[src/rtl/timer_pkg.sv]
// Shared state and mode encodings for the programmable timer.
package timer_pkg;

  typedef enum logic [1:0] {
    ST_IDLE  = 2'd0,
    ST_RUN   = 2'd1,
    ST_PAUSE = 2'd2
  } timer_state_t;

  typedef enum logic {
    MODE_ONESHOT  = 1'b0,
    MODE_PERIODIC = 1'b1
  } timer_mode_t;

endpackage

[src/rtl/clk_prescaler.sv]
// Clock-enable divider: ce is high on one clock out of every DIV enabled clocks.
// With DIV=1 the enable passes straight through and no counter exists.
module clk_prescaler #(
  parameter int DIV = 1
) (
  input  logic clk50m,
  input  logic rst_n,
  input  logic en,
  input  logic clr,
  output logic ce
);

  if (DIV == 1) begin : g_bypass
    logic w_unused;
    assign w_unused = &{1'b0, clk50m, rst_n, clr};
    assign ce = en;
  end else begin : g_div
    localparam int PW = $clog2(DIV);
    localparam logic [PW-1:0] LAST = PW'(DIV - 1);

    logic [PW-1:0] r_pre;

    assign ce = en && (r_pre == LAST);

    // Phase counter: frozen when not enabled, cleared on clr, wraps after LAST.
    always_ff @(posedge clk50m or negedge rst_n) begin
      if (!rst_n) begin
        r_pre <= '0;
      end else if (clr) begin
        r_pre <= '0;
      end else if (en) begin
        r_pre <= (r_pre == LAST) ? '0 : r_pre + PW'(1);
      end else begin
        r_pre <= r_pre;
      end
    end
  end

endmodule

[src/rtl/prog_timer.sv]
// Programmable down-counter/timer with reload, one-shot/periodic modes,
// start/stop/hold control and a clock-enable prescaler. All outputs registered.
module prog_timer #(
  parameter int WIDTH        = 4,
  parameter int PRESCALE_DIV = 1,
  parameter int RST_VAL      = 9,
  parameter int AUTO_START   = 0
) (
  input  logic             clk50m,
  input  logic             rst_n,
  input  logic             start,
  input  logic             stop,
  input  logic             hold,
  input  logic             mode,
  input  logic [WIDTH-1:0] load_val,
  output logic [WIDTH-1:0] cnt,
  output logic             cnt_zero,
  output logic             tick,
  output logic             done,
  output logic             busy
);
  import timer_pkg::*;

  if (WIDTH < 2) begin : g_chk_width
    $error("prog_timer: WIDTH must be >= 2");
  end
  if (PRESCALE_DIV < 1) begin : g_chk_div
    $error("prog_timer: PRESCALE_DIV must be >= 1");
  end
  if (RST_VAL < 0 || RST_VAL >= (1 << WIDTH)) begin : g_chk_rst
    $error("prog_timer: RST_VAL must fit in WIDTH bits");
  end

  localparam logic [WIDTH-1:0] RST_CNT   = WIDTH'(RST_VAL);
  localparam timer_state_t     RST_STATE = (AUTO_START != 0) ? ST_RUN : ST_IDLE;
  localparam logic             RST_BUSY  = (AUTO_START != 0);
  localparam logic             RST_ZERO  = (RST_VAL == 0);

  timer_state_t     r_state, w_state_nxt;
  timer_mode_t      r_mode, w_mode_nxt;
  logic [WIDTH-1:0] r_cnt, w_cnt_nxt;
  logic [WIDTH-1:0] r_reload, w_reload_nxt;
  logic             r_tick, w_tick_nxt;
  logic             r_done, w_done_nxt;
  logic             r_zero, r_busy;
  logic             w_ce, w_pre_en, w_pre_clr;

  // The prescaler advances only on edges that actually count: PAUSE resumes on
  // the edge hold is seen low, so a hold of K clocks stretches the period by K.
  assign w_pre_en  = !stop && !start && !hold && (r_state != ST_IDLE);
  assign w_pre_clr = start && !stop;

  clk_prescaler #(
    .DIV (PRESCALE_DIV)
  ) u_prescaler (
    .clk50m (clk50m),
    .rst_n  (rst_n),
    .en     (w_pre_en),
    .clr    (w_pre_clr),
    .ce     (w_ce)
  );

  // Next-state and counter decisions, priority stop > start > hold > count.
  always_comb begin
    w_state_nxt  = r_state;
    w_mode_nxt   = r_mode;
    w_cnt_nxt    = r_cnt;
    w_reload_nxt = r_reload;
    w_tick_nxt   = 1'b0;
    w_done_nxt   = 1'b0;
    if (stop) begin
      w_state_nxt = ST_IDLE;
    end else if (start) begin
      w_cnt_nxt    = load_val;
      w_reload_nxt = load_val;
      w_mode_nxt   = timer_mode_t'(mode);
      w_state_nxt  = hold ? ST_PAUSE : ST_RUN;
    end else if (r_state == ST_IDLE) begin
      w_state_nxt = ST_IDLE;
    end else if (hold) begin
      w_state_nxt = ST_PAUSE;
    end else begin
      w_state_nxt = ST_RUN;
      if (w_ce) begin
        if (r_cnt != '0) begin
          w_cnt_nxt = r_cnt - WIDTH'(1);
        end else begin
          w_tick_nxt = 1'b1;
          if (r_mode == MODE_PERIODIC) begin
            w_cnt_nxt = r_reload;
          end else begin
            w_done_nxt  = 1'b1;
            w_state_nxt = ST_IDLE;
          end
        end
      end else begin
        w_cnt_nxt = r_cnt;
      end
    end
  end

  // State, counter and registered status outputs.
  always_ff @(posedge clk50m or negedge rst_n) begin
    if (!rst_n) begin
      r_state  <= RST_STATE;
      r_mode   <= MODE_PERIODIC;
      r_cnt    <= RST_CNT;
      r_reload <= RST_CNT;
      r_tick   <= 1'b0;
      r_done   <= 1'b0;
      r_zero   <= RST_ZERO;
      r_busy   <= RST_BUSY;
    end else begin
      r_state  <= w_state_nxt;
      r_mode   <= w_mode_nxt;
      r_cnt    <= w_cnt_nxt;
      r_reload <= w_reload_nxt;
      r_tick   <= w_tick_nxt;
      r_done   <= w_done_nxt;
      r_zero   <= (w_cnt_nxt == '0);
      r_busy   <= (w_state_nxt != ST_IDLE);
    end
  end

  assign cnt      = r_cnt;
  assign cnt_zero = r_zero;
  assign tick     = r_tick;
  assign done     = r_done;
  assign busy     = r_busy;

endmodule

[config.mk]
export PLATFORM = sky130hd
export DESIGN_NAME = prog_timer
export DESIGN_NICKNAME = d
export VERILOG_FILES = /design/src/rtl/timer_pkg.sv /design/src/rtl/clk_prescaler.sv /design/src/rtl/prog_timer.sv
export SDC_FILE = /design/constraint.sdc
export NUM_CORES = 1
export LEC_CHECK = 0
export ABC_AREA = 1
export CORE_MARGIN = 5
export CORE_UTILIZATION = 55
export CTS_BUF_LIST = sky130_fd_sc_hd__clkbuf_4
export DETAILED_ROUTE_END_ITERATION = 10
export GPL_TIMING_DRIVEN = 0
export PLACE_DENSITY = 0.94
export REMOVE_ABC_BUFFERS = 1
export SETUP_SLACK_MARGIN = 0.02
export SYNTH_ARGS = -nofsm -noshare
export SYNTH_HDL_FRONTEND = slang
export SYNTH_SLANG_ARGS = --single-unit
export TNS_END_PERCENT = 10
[constraint.sdc]
create_clock -name clk50m -period 2.2 [get_ports clk50m]
set_input_delay 0.44 -clock clk50m [delete_from_list [all_inputs] [get_ports clk50m]]
set_output_delay 0.44 -clock clk50m [all_outputs]
set_load 0.02 [all_outputs]
-- Word-level counts from Yosys, hierarchy flattened
Index checks and enable logic that the tools add are counted.
- add/subtract/negate cells: 1
- multiplexer cells: 28
- bitwise operators: 1
- reduce and logical (&&, ||, !) cells: 12
- operators with widths (operator ; count):
    $mux W4 ; 7
    $mux W1 ; 16
    $mux W2 ; 5
    $logic_not A4 Y1 ; 1
    $reduce_bool A2 Y1 ; 2
    $reduce_bool A4 Y1 ; 1
    $sub A4 B1 Y4 const B ; 1
    $logic_and A1 B1 Y1 ; 3
    $logic_not A1 Y1 ; 3
    $logic_not A2 Y1 ; 1
    $reduce_and A2 Y1 ; 1
    $not A1 Y1 ; 1
- bits in registers: 15
- bits of input ports: 10
- output and inout bits: 8
- word-level logic and storage cells: 50

-- Logic depth before layout (Yosys ltp)
Gate-level depths: netlist of the first run.
- depth in word-level cells: 10
- depth in mapped cells: 10
- gate-level depth less buffers: 10

-- By module
Synthesis of the first run repeated with hierarchy kept, for this count alone.
- cells, all modules: 109
- area, all modules: 848.3 um2
- modules (own cells, without submodules) (module ; times used ; cells each ; area each (um2) ; seq. area each (um2)):
    prog_timer ; 1 ; 108 ; 840.8 ; 381.6
    clk_prescaler ; 1 ; 1 ; 7.5 ; 0.0

-- Worst setup path after synthesis of the first run
OpenSTA, ideal clock, no wires.
- kind: flip-flop to flip-flop
- start: reg r_cnt[0], in the netlist cnt[0]
- end: reg r_zero, in the netlist cnt_zero
- setup time: 0.071 ns
- data arrival time: 1.515 ns
- required time: 2.129 ns
- path slack: 0.614 ns
- stages on the path, launching flop included: 10
- path buffers: 0
- period minus slack after synthesis: 1.586 ns
- cells stage by stage: dfstp_2 > inv_1 > ha_1 > nand2_1 > inv_1 > nand2_1 > nand2_1 > a21oi_1 > nand3_1 > nor2_1
- cells in the longest elaborated chain, start to end: 8
- elaborated cells between the ends (all ways): 10
- classes of those cells: add/sub (1); mux (7); reduce/logical (2)
- RTL lines (item ; line ; source):
    from (decl) ; prog_timer.sv:41 ; logic [WIDTH-1:0] r_cnt, w_cnt_nxt;
    from (signal assigned) ; prog_timer.sv:116 ; r_cnt <= w_cnt_nxt;
    $sub A4 B1 Y4, or another cell as far along ; prog_timer.sv:86 ; w_cnt_nxt = r_cnt - WIDTH'(1);
    $mux W4 ; prog_timer.sv:85 ; if (r_cnt != '0) begin
    $mux W4 ; prog_timer.sv:84 ; if (w_ce) begin
    $mux W4 ; prog_timer.sv:80 ; end else if (hold) begin
    $mux W4 ; prog_timer.sv:78 ; end else if (r_state == ST_IDLE) begin
    $mux W4 ; prog_timer.sv:73 ; end else if (start) begin
    $mux W4 (*) ; prog_timer.sv:71 ; if (stop) begin
    $logic_not A4 Y1 (*) ; prog_timer.sv:120 ; r_zero <= (w_cnt_nxt == '0);
    to (signal assigned) ; prog_timer.sv:120 ;
    to (decl) ; prog_timer.sv:45 ; logic r_zero, r_busy;
Mark *: on every way between the ends. The rest lies on a longest branch, timed or not.
A chain may end at the register's enable or synchronous reset.

-- Worst setup path in the final report of the first run
- start: reg r_cnt[0], in the netlist cnt[0]
- end: out cnt[0]
- RTL lines (item ; line ; source):
    to (decl) ; prog_timer.sv:16 ; output logic [WIDTH-1:0] cnt,
No word-level cell between the ends.

==> summary.md, run 1 <==
| Metric | Value |
|---|---|
| Vias after detailed routing | `793` |
| FF/Latch Area | `about 380 µm²` |
| Worst hold path type | `register to register` |
| CP endpoint | `cnt[0]` |
| Fin nets | `153` |
| Hold buffers post-CTS | `0` |
| Die Width | `49.2 µm` |
| Crit path DAT | `1490 ps` |
| Power Internal | `0.488 mW` |
| Final wirelength | `~1800 µm` |
| Slew Viols, Final | `0` |
| Worst setup startpoint | `cnt[0]` |
| Async SR Flop Fraction | `100%` |
| Peak VDD IR | `a little under 0.0005 V` |
| Number of global-route vias before repair | `719` |
| Max_slew headroom | `56.0%` |
| EDFF count, synth | `0` |
| Clock Power Share | `between 20% and 30%` |
| DR WL/cell | `11.3 µm` |
| CTS tree | `built` |
| Fmax | `between 500 and 600 MHz` |
| Library cells used by synthesis | `15` |
| Synthesized area | `roughly 850 µm²` |
| R2r worst-path depth | `9` |
| Avg Cell Area, Syn | `6.99 µm²` |
| Reg power frac | `around 47%` |
| I/O Buffers | `17` |
| CP Class | `register to primary output` |
| Clk sinks | `15` |
| Synth Instances | `between 100 and 150` |
| Maxcap violations | `0` |
| Core box area | `1490 µm²` |
| R2R Setup Slk | `440 ps` |
| Required @ worst endpoint | `1760 ps` |
| Ports | `18` |
| Worst Skew | `5.46 ps` |
| PwrDens | `~690 nW/µm²` |
| Number of synthesized register bits | `15` |
| Clock Pin Slew Worst Setup and Hold Paths | `about 90 ps` |
| Pin count of the biggest net entering global routing | `16` |
| Initial antenna violation count | `0` |
| Clk Latency, worst-skew pair | `290 ps` |
| Layout cells sized above 1 | `under 10%` |
| GRT Overall Usage | `~14%` |
| Hpwl dp | `1360 µm` |
| Post-CTS sizing | `0` |
| Synth Flop Type | `dfrtp_1` |
| Final period utilization | `87.9%` |
| Ys Warns | `0` |
| Slowest cell delay on critical path | `620 ps` |
| Critical path's slowest cell | `clkdlybuf4s50_1` |
| Critical Path Stages | `1` |
| Sw Share | `33.3%` |
| Crit-path max FO | `6` |
| RR Endpoint | `cnt_zero` |
| Routed Antenna Nets | `0` |
| Gate power share | `29.5%` |
| CP top delay family | `buffers and inverters` |
| Psw | `~0.24 mW` |
| Routability congestion estimate | `between 0.9 and 1` |
| Htree depth | `1` |
| Worst-path cell chain | `clkdlybuf4s50_1` |
| Worst setup SP type | `register` |
| Clk root buf | `clkbuf_4` |
| Initial core utilization | `56.8%` |
| Max Root-Sink Buffers | `2` |
| Die ar. | `approximately 2400 µm²` |
| Leakage | `~0.6 nW` |
| Worst setup EP type | `primary output` |
| Die Ht | `49.2 µm` |
| DRC errors left | `0` |
| RSZ-0062 raised after global routing | `no` |
| Ant diodes | `0` |
| Setup TNS | `0 ps` |
| Reg2reg start | `cnt[0]` |
| Register area share after synthesis | `~45%` |
| TritonRoute pass-1 iters | `4` |
| Total CTS buffers | `3` |
| Final hold violation count | `0` |
| First DRT Iteration DRCs | `29` |
| Row cnt | `14` |
| CP Buf/Inv Count | `1` |
| Status | `finished clean` |
| Worst-Margin Slew | `658 ps` |
| Post-CTS setup buffer count | `0` |
| Multi-input logic area | `363 µm²` |
| Final core utilization | `70.8%` |
| Min Tclk post-route | `1930 ps` |
| Vias/cell | `5.05` |
| Final Setup Violations | `0` |
| Area grow syn2layout | `24.7%` |
| GRT overflow | `0` |
| Global-route wire length before repair | `around 2900 µm` |
| Number of fill cells in the layout | `115` |
==> power groups by stage <==
stage	clock network (mW)	logic, mW	registers (mW)
finish	0.170	0.216	0.346
global route	0.184	0.241	0.350
CTS	0.167	0.217	0.345
floorplan	0	0.112	0.364
detailed placement	0	0.215	0.349
global placement	0	0.207	0.349
==> synthesized netlist by cell type, types with 2 or more instances <==
library cell	instances	area, µm²
nand4_1	3	18.8
dfrtp_1	10	250
nand2_1	45	169
nand3_1	7	35.0
inv_1	24	90.1
dfstp_2	5	131
nor2_4	2	22.5
nand2_2	3	18.8
nor2_1	13	48.8
o21ai_0	3	15.0
nor3_1	2	10.0
==> metrics by stage <==
stage / cell area, µm² / cells / setup slack [ps] / total power, mW / hold WS (ps)
finish: 1050 / 157 / 266 / 0.732 / 473
global route: 1050 / 157 / 228 / 0.775 / 497
CTS: 1050 / 157 / 277 / 0.728 / 473
detailed placement: 1020 / 153 / 225 / 0.564 / 460
global placement: 1020 / 153 / 253 / 0.556 / 458
floorplan: 835 / 120 / 614 / 0.477 / 144
==> area by class of cell <==
cell class / instances / area share, %
sequential: 15 / 36.2
multi-input combinational: 81 / 34.4
timing repair buffer: 17 / 16.1
inverter: 24 / 8.54
clock buffer: 4 / 2.85
tap: 16 / 1.90
==> flip-flops by register name (all words and copies together), names as in the netlist <==
signal    count
cnt_zero      1
r_state       2
r_reload      4
tick          1
done          1
r_mode        1
cnt           4
busy          1
==> cells in the final DEF (no fill, tap or decap) <==
cell              n
nand2_1          45
clkbuf_4          4
nand4_1           3
nor3_1            2
nor2_4            2
dfstp_2           5
dfrtp_1          10
nand2_2           3
o31ai_1           1
a21oi_1           1
inv_1            24
nand3_1           7
ha_1              1
nor2_1           13
o21ai_0           3
clkdlybuf4s50_1  17
==> how the worst min path moves through the flow <==
stage	end	slack, ps	from	cells after the start
floorplan	busy	140	rst_n	0
global placement	r_reload[3]	460	r_reload[3]	2
detailed placement	r_reload[2]	460	r_reload[2]	2
CTS	r_reload[3]	470	r_reload[3]	2
global route	r_reload[3]	500	r_reload[3]	2
finish	r_reload[3]	470	r_reload[3]	2
==> cell families after synthesis <==
logic type	after synthesis	synth area share (%)
compound gates	5	3.25
fa+ha+maj	1	1.48
buf+inv	25	12.0
flops	15	45.1
simple gates	75	38.2
==> routing by layer <==
layer  share of wire, %  track usage (%)
met1                 44             18.2
met2                 47             24.9
met3                6.9             2.14
met4                1.4             4.48
met5                  0                0
Note: power is estimated with default switching activity, not from simulation.
==> run 2, diff against run 1 <==
--- a/config.mk
+++ b/config.mk
@@ -6,8 +6,10 @@
 export NUM_CORES = 1
 export LEC_CHECK = 0
 export ABC_AREA = 1
+export CELL_PAD_IN_SITES_DETAIL_PLACEMENT = 0
+export CELL_PAD_IN_SITES_GLOBAL_PLACEMENT = 2
 export CORE_MARGIN = 5
-export CORE_UTILIZATION = 55
+export CORE_UTILIZATION = 30
 export CTS_BUF_LIST = sky130_fd_sc_hd__clkbuf_4
 export DETAILED_ROUTE_END_ITERATION = 10
 export GPL_TIMING_DRIVEN = 0
==> summary.md, run 2 (same netlist as run 1, synthesis figures left out) <==
| Metric | Value |
|---|---|
| Hold EP | `r_reload[0]` |
| Pin count of the biggest net entering global routing | `16 (unchanged)` |
| Peak VDD IR | `0.000432 V (-11%)` |
| PwrDens | `676 nW/µm² (-2.5%)` |
| Min Tclk post-route | `1920 ps (-12.3 ps)` |
| Sw Share | `32.8% (-0.51 points)` |
| Worst setup EP type | `primary output` |
| Ports | `18 (unchanged)` |
| GRT Overall Usage | `10.8% (-3.6 points)` |
| Power Internal | `0.488 mW (about the same)` |
| Met2 routed WL | `934 µm (+11%)` |
| Total CTS buffers | `3 (unchanged)` |
| Gate power share | `29.3% (-0.2 points)` |
| Max_slew headroom | `56.2% (+0.23 points)` |
| Core box area | `2730 µm² (+84%)` |
| Worst hold start | `r_reload[0]` |
| CP Buf/Inv Count | `1 (unchanged)` |
| Final wirelength | `1920 µm (+8.0%)` |
| Die Width | `63.1 µm (+28%)` |
| Layout cells sized above 1 | `9.93% (unchanged)` |
| Hold buffers post-CTS | `0 (unchanged)` |
| Final hold violation count | `0 (unchanged)` |
| Critical path's slowest cell | `clkdlybuf4s50_1` |
| CP top delay family | `buffers and inverters` |
| Reg power frac | `47.8% (+0.6 points)` |
| Max Root-Sink Buffers | `2 (unchanged)` |
| Final Non-Filler Cells | `172 (+9.6%)` |
| Routed Antenna Nets | `0 (unchanged)` |
| Post-CTS setup buffer count | `0 (unchanged)` |
| Number of fill cells in the layout | `297 (+160%)` |
| Slew Viols, Final | `0 (unchanged)` |
| Commonest non-fill, non-tap cell in the layout | `nand2_1` |
| Placed insts | `168 (+9.8%)` |
| Htree depth | `1 (unchanged)` |
| Worst Hold Depth | `2 (unchanged)` |
| Ant diodes | `0 (unchanged)` |
| Leakage | `0.587 nW (unchanged)` |
| Clk root buf | `clkbuf_4` |
| Worst setup SP type | `register` |
| Most frequent cells in the layout | `nand2_1, inv_1, clkdlybuf4s50_1` |
| Clk Latency, worst-skew pair | `280 ps (about the same)` |
| RR Endpoint | `cnt_zero` |
| Crit-path max FO | `6 (unchanged)` |
| Final Setup Violations | `0 (unchanged)` |
| FF/Latch Area | `382 µm² (unchanged)` |
| Worst-path cell chain | `clkdlybuf4s50_1` |
| Vias/cell | `4.50 (-11%)` |
| Required @ worst endpoint | `1760 ps (about the same)` |
| Area grow syn2layout | `26.9%` |
| Setup TNS | `0 ps (unchanged)` |
| Multi-input logic area | `363 µm² (unchanged)` |
| Clock Pin Slew Worst Setup and Hold Paths | `90 ps (about the same)` |
| Die ar. | `3980 µm² (+64%)` |
| CP Class | `register to primary output` |
| R2R Setup Slk | `500 ps (+60 ps)` |
| DR top layer | `met4` |
| Vias after detailed routing | `774 (-2.4%)` |
| GRT overflow | `0 (unchanged)` |
| Maxcap violations | `0 (unchanged)` |
| RSZ-0062 raised after global routing | `no` |
| M1 wire length | `877 µm (+11%)` |
| R2r worst-path depth | `9 (unchanged)` |
| DRC errors left | `0 (unchanged)` |
| Overall power | `0.726 mW (-0.79%)` |
| Clock Power Share | `22.9% (-0.3 points)` |
| Worst Skew | `3.84 ps (-1.62 ps)` |
| CTS tree | `built` |
| Fmax | `520 MHz (+0.64%)` |
| Met3 wire length | `103 µm (-16%)` |
| Die Ht | `63.1 µm (+28%)` |
| TritonRoute pass-1 iters | `4 (unchanged)` |
| Post-CTS sizing | `0 (unchanged)` |
| First DRT Iteration DRCs | `15 (-48%)` |
| Initial core utilization | `30.9% (-26 points)` |
| Number of global-route vias before repair | `840 (+17%)` |
| Final period utilization | `87.3% (-0.56 points)` |
| Slowest cell delay on critical path | `620 ps (about the same)` |
| Routability congestion estimate | `0.834 (-11%)` |
| Worst-Margin Slew | `655 ps (-3.44 ps)` |
| Worst hold path type | `register to register` |
| Fin nets | `153 (unchanged)` |
| Status | `finished clean` |
| Psw | `0.238 mW (-2.3%)` |
| Clk sinks | `15 (unchanged)` |
| Hpwl dp | `1580 µm (+16%)` |
| Row cnt | `19 (+5)` |
| Reg2reg start | `cnt[0]` |
| Crit path DAT | `1480 ps (about the same)` |
| DR WL/cell | `11.2 µm (-1.4%)` |
| Initial antenna violation count | `0 (unchanged)` |
| Global-route wire length before repair | `3460 µm (+21%)` |
| I/O Buffers | `17 (unchanged)` |
run 2: cell counts in the layout (fill, tap and decap cells not counted):
No cell type changed its count.
run 2: how the worst max path moves through the flow:
| stage | cells after the start | start | endpoint |
|---|---|---|---|
| 2_1_floorplan | 9 | cnt[0] | cnt_zero |
| 3_5_place_dp | 7 | stop | busy |
| 4_1_cts | 1 | cnt[0] | cnt[0] |
| 6_report | 1 | cnt[0] | cnt[0] |
| 5_1_grt | 1 | cnt[0] | cnt[0] |
| 3_3_place_gp | 7 | stop | busy |
run 2: metal layers:
layer,GRT usage (%),up-vias
met5,0,-
met4,4.77,0
met3,2.66,2
met2,17.9,17
met1,13.1,354
li1,-,401
run 2: cell type report:
type / count / area share, %
Sequential cell: 15 / 35.5
Inverter: 24 / 8.39
Multi-Input combinational cell: 81 / 33.8
Clock buffer: 4 / 2.80
Timing Repair Buffer: 17 / 15.9
Tap cell: 31 / 3.61
run 2: per-stage QoR:
stage          area [µm²]  utilization, %  hold WS [ps]  worst slack [ps]
3_5_place_dp         1040            38.2           459              91.0
2_1_floorplan         835               -           144               614
4_1_cts              1070            39.3           476               255
5_1_grt              1070            39.3           498               232
6_report             1070            39.3           478               279
3_3_place_gp         1040            38.2           453               154
run 2: power groups by stage:
| stage | Combinational (mW) | Sequential [mW] | Clock (mW) |
|---|---|---|---|
| finish | 0.213 | 0.347 | 0.166 |
| global route | 0.244 | 0.352 | 0.182 |
| global placement | 0.213 | 0.351 | 0 |
| CTS | 0.217 | 0.347 | 0.175 |
| detailed placement | 0.216 | 0.352 | 0 |
| floorplan | 0.112 | 0.364 | 0 |
==> run 3, diff against run 2 <==
--- a/config.mk
+++ b/config.mk
@@ -5,15 +5,16 @@
 export SDC_FILE = /design/constraint.sdc
 export NUM_CORES = 1
 export LEC_CHECK = 0
-export ABC_AREA = 1
+export CAP_MARGIN = 30
 export CELL_PAD_IN_SITES_DETAIL_PLACEMENT = 0
 export CELL_PAD_IN_SITES_GLOBAL_PLACEMENT = 2
 export CORE_MARGIN = 5
-export CORE_UTILIZATION = 30
+export CORE_UTILIZATION = 32
 export CTS_BUF_LIST = sky130_fd_sc_hd__clkbuf_4
 export DETAILED_ROUTE_END_ITERATION = 10
+export GPL_ROUTABILITY_DRIVEN = 0
 export GPL_TIMING_DRIVEN = 0
-export PLACE_DENSITY = 0.94
+export PLACE_DENSITY = 0.93
 export REMOVE_ABC_BUFFERS = 1
 export SETUP_SLACK_MARGIN = 0.02
 export SYNTH_ARGS = -nofsm -noshare
==> summary.md, run 3 <==
| Metric | Value |
|---|---|
| Register area share after synthesis | `51.9% (+6.8 points)` |
| Power Internal | `0.473 mW (-3.0%)` |
| Hold buffers post-CTS | `0 (unchanged)` |
| DR WL/cell | `13.6 µm (+22%)` |
| Global-route wire length before repair | `2820 µm (-19%)` |
| Status | `finished clean` |
| Worst Hold Depth | `2 (unchanged)` |
| Avg Cell Area, Syn | `9.68 µm² (+38%)` |
| Peak VDD IR | `0.000407 V (-5.8%)` |
| Async SR Flop Fraction | `100% (unchanged)` |
| Ys Warns | `0 (unchanged)` |
| Required @ worst endpoint | `2370 ps (+610 ps)` |
| Min Tclk post-route | `1950 ps (+23.8 ps)` |
| Hpwl dp | `1240 µm (-21%)` |
| Clk sinks | `15 (unchanged)` |
| Reg power frac | `49.6% (+1.8 points)` |
| Clock Power Share | `22.9% (about the same)` |
| GRT overflow | `0 (unchanged)` |
| Max_slew headroom | `55.1% (-1.1 points)` |
| Final core utilization | `42.9% (+3.7 points)` |
| Worst setup SP type | `input port` |
| Psw | `0.236 mW (-0.89%)` |
| Top post-synthesis cells by count | `nand2_1, dfrtp_1, dfstp_2, nor3_1` |
| Most frequent cells in the layout | `nand2_1, clkdlybuf4s50_1, dfrtp_1` |
| Critical path's slowest cell | `clkdlybuf4s50_1` |
| R2R Setup Slk | `320 ps (-180 ps)` |
| Core box area | `2210 µm² (-19%)` |
| Pin count of the biggest net entering global routing | `16 (unchanged)` |
| Gate power share | `27.4% (-1.9 points)` |
| Leakage | `0.400 nW (-32%)` |
| Die Ht | `58.0 µm (-8.2%)` |
| Worst-path cell chain | `clkdlybuf4s50_1, inv_1, nand2_1, o221ai_1, a311oi_1, nor4_2` |
| Initial core utilization | `33.3% (+2.3 points)` |
| Maxcap violations | `0 (unchanged)` |
| Clk root buf | `clkbuf_4` |
| Post-CTS sizing | `0 (unchanged)` |
| Worst hold start | `r_reload[0]` |
| Number of synthesized register bits | `15 (unchanged)` |
| Row cnt | `17 (-2)` |
| Area contributors post-synth | `dfrtp_1, dfstp_2, nand2_1` |
| Die ar. | `3360 µm² (-16%)` |
| CP top delay family | `buffers and inverters` |
| Sw Share | `33.3% (+0.48 points)` |
| GRT Overall Usage | `11.3% (+0.51 points)` |
| Reg2reg start | `cnt[1]` |
| Synth Flop Type | `dfrtp_1` |
| Slowest cell delay on critical path | `630 ps (about the same)` |
| Number of global-route vias before repair | `600 (-29%)` |
| Post-CTS setup buffer count | `0 (unchanged)` |
| Worst hold path type | `register to register` |
| Final wirelength | `1670 µm (-13%)` |
| Number of fill cells in the layout | `242 (-19%)` |
| Max Root-Sink Buffers | `2 (unchanged)` |
| Routed Antenna Nets | `0 (unchanged)` |
| R2r worst-path depth | `6 (-3)` |
| First DRT Iteration DRCs | `6 (-9)` |
| Commonest non-fill, non-tap cell in the layout | `nand2_1` |
| CP Class | `input port to register` |
| Final hold violation count | `0 (unchanged)` |
| Leading area contributor after synthesis | `dfrtp_1` |
| Fmax | `514 MHz (-1.2%)` |
| RR Endpoint | `cnt_zero` |
| DRC errors left | `0 (unchanged)` |
| Crit-path max FO | `8 (+2)` |
| Vias/cell | `5.13 (+14%)` |
| Worst setup EP type | `register` |
| Worst-Margin Slew | `672 ps (+17.1 ps)` |
| Library cells used by synthesis | `29 (+14)` |
| Worst Skew | `2.80 ps (-1.03 ps)` |
| Hold EP | `r_reload[0]` |
| Critical Path Stages | `6 (+5)` |
| Clk Latency, worst-skew pair | `290 ps (about the same)` |
| Area grow syn2layout | `29.1%` |
| Crit path DAT | `2110 ps (+630 ps)` |
| Ant diodes | `0 (unchanged)` |
| Fin nets | `107 (-30%)` |
| CTS tree | `built` |
| Ports | `18 (unchanged)` |
| Final Setup Violations | `0 (unchanged)` |
| Initial antenna violation count | `0 (unchanged)` |
| Synthesized area | `736 µm² (-13%)` |
| Slew Viols, Final | `0 (unchanged)` |
| Clock Pin Slew Worst Setup and Hold Paths | `90 ps (about the same)` |
| TritonRoute pass-1 iters | `2 (-2)` |
| Yosys top cell area share | `34.0% (+4.4 points)` |
| Die Width | `58.0 µm (-8.2%)` |
| EDFF count, synth | `0 (unchanged)` |
| I/O Buffers | `17 (unchanged)` |
| Vias after detailed routing | `631 (-18%)` |
| CP Buf/Inv Count | `2 (+1)` |
| Total CTS buffers | `3 (unchanged)` |
| Htree depth | `1 (unchanged)` |
| Layout cells sized above 1 | `15.8% (+5.9 points)` |
| Overall power | `0.709 mW (-2.3%)` |
| RSZ-0062 raised after global routing | `no` |
| Top-count cell post-synth | `nand2_1` |
| PwrDens | `747 nW/µm² (+10%)` |
| Final period utilization | `88.4% (+1.1 points)` |
| Synth Instances | `76 (-37%)` |
-- run 3: cell types whose count changed after synthesis, sizes merged, moves of 3 or more --
cell   delta
inv      -21
nand2    -25
nand3     -4
nand4     -3
nor2     -12
nor3      +3
nor4      +3
-- run 3: worst max-delay path by stage --
stage	slack [ps]	startpoint	end
detailed placement	-10	stop	cnt_zero
global placement	-10	stop	cnt_zero
CTS	240	cnt[0]	cnt[0]
global route	150	stop	cnt_zero
floorplan	420	cnt[1]	cnt_zero
finish	250	stop	cnt_zero
-- run 3: kinds of logic (layout without fill, tap and decap cells) --
| logic type | count (synthesis) | in the layout | synth area share [%] |
|---|---|---|---|
| AO/OA/AOI/OAI | 13 | 13 | 15.1 |
| adder cells (fa/ha/maj) | 1 | 1 | 1.70 |
| buffers and inverters | 5 | 24 | 4.08 |
| flip-flops | 15 | 15 | 51.9 |
| AND/OR/NAND/NOR | 42 | 42 | 27.2 |
-- run 3: final cells by class --
cell class,count,area (µm²),area share (%)
Sequential cell,15,382,40.2
Multi-Input combinational cell,56,324,34.1
Timing Repair Buffer,17,170,17.9
Clock inverter,1,5.00,0.527
Clock buffer,3,22.5,2.37
Tap cell,28,35.0,3.69
Inverter,3,11.3,1.19
-- run 3: worst register-to-register path, cell delays in order, from the launching register on --
cell and delay (ps):
dfrtp_1 440, inv_1 120, ha_1 260, or3b_1 470
o211ai_2 210, o311ai_2 150, nor4_2 140
-- run 3: layer usage --
metal  GRT usage (%)  share of wire (%)  up-vias
met3            2.45                5.3        5
met5               0                  0        -
met1            15.3                 47      302
met2            15.8                 45       16
met4            7.95                2.7        0
li1                -                  -      308
-- run 3: metrics by stage --
step | cell area, µm² | setup WS [ps] | std cells | setup TNS [ps] | hold WS [ps]
after CTS | 950 | 243 | 123 | 0 | 469
after global routing | 950 | 152 | 123 | 0 | 487
after global placement | 922 | -10.7 | 119 | -10.7 | 445
final | 950 | 255 | 123 | 0 | 463
after floorplan | 717 | 423 | 74 | 0 | 144
after detailed placement | 922 | -12.4 | 119 | -12.4 | 454
-- run 3: power by group through the flow --
| stage | combinational [mW] | clock [mW] | sequential, mW |
|---|---|---|---|
| detailed placement | 0.195 | 0 | 0.357 |
| CTS | 0.196 | 0.170 | 0.353 |
| global placement | 0.193 | 0 | 0.357 |
| finish | 0.194 | 0.163 | 0.352 |
| floorplan | 0.0932 | 0 | 0.370 |
| global route | 0.218 | 0.184 | 0.358 |
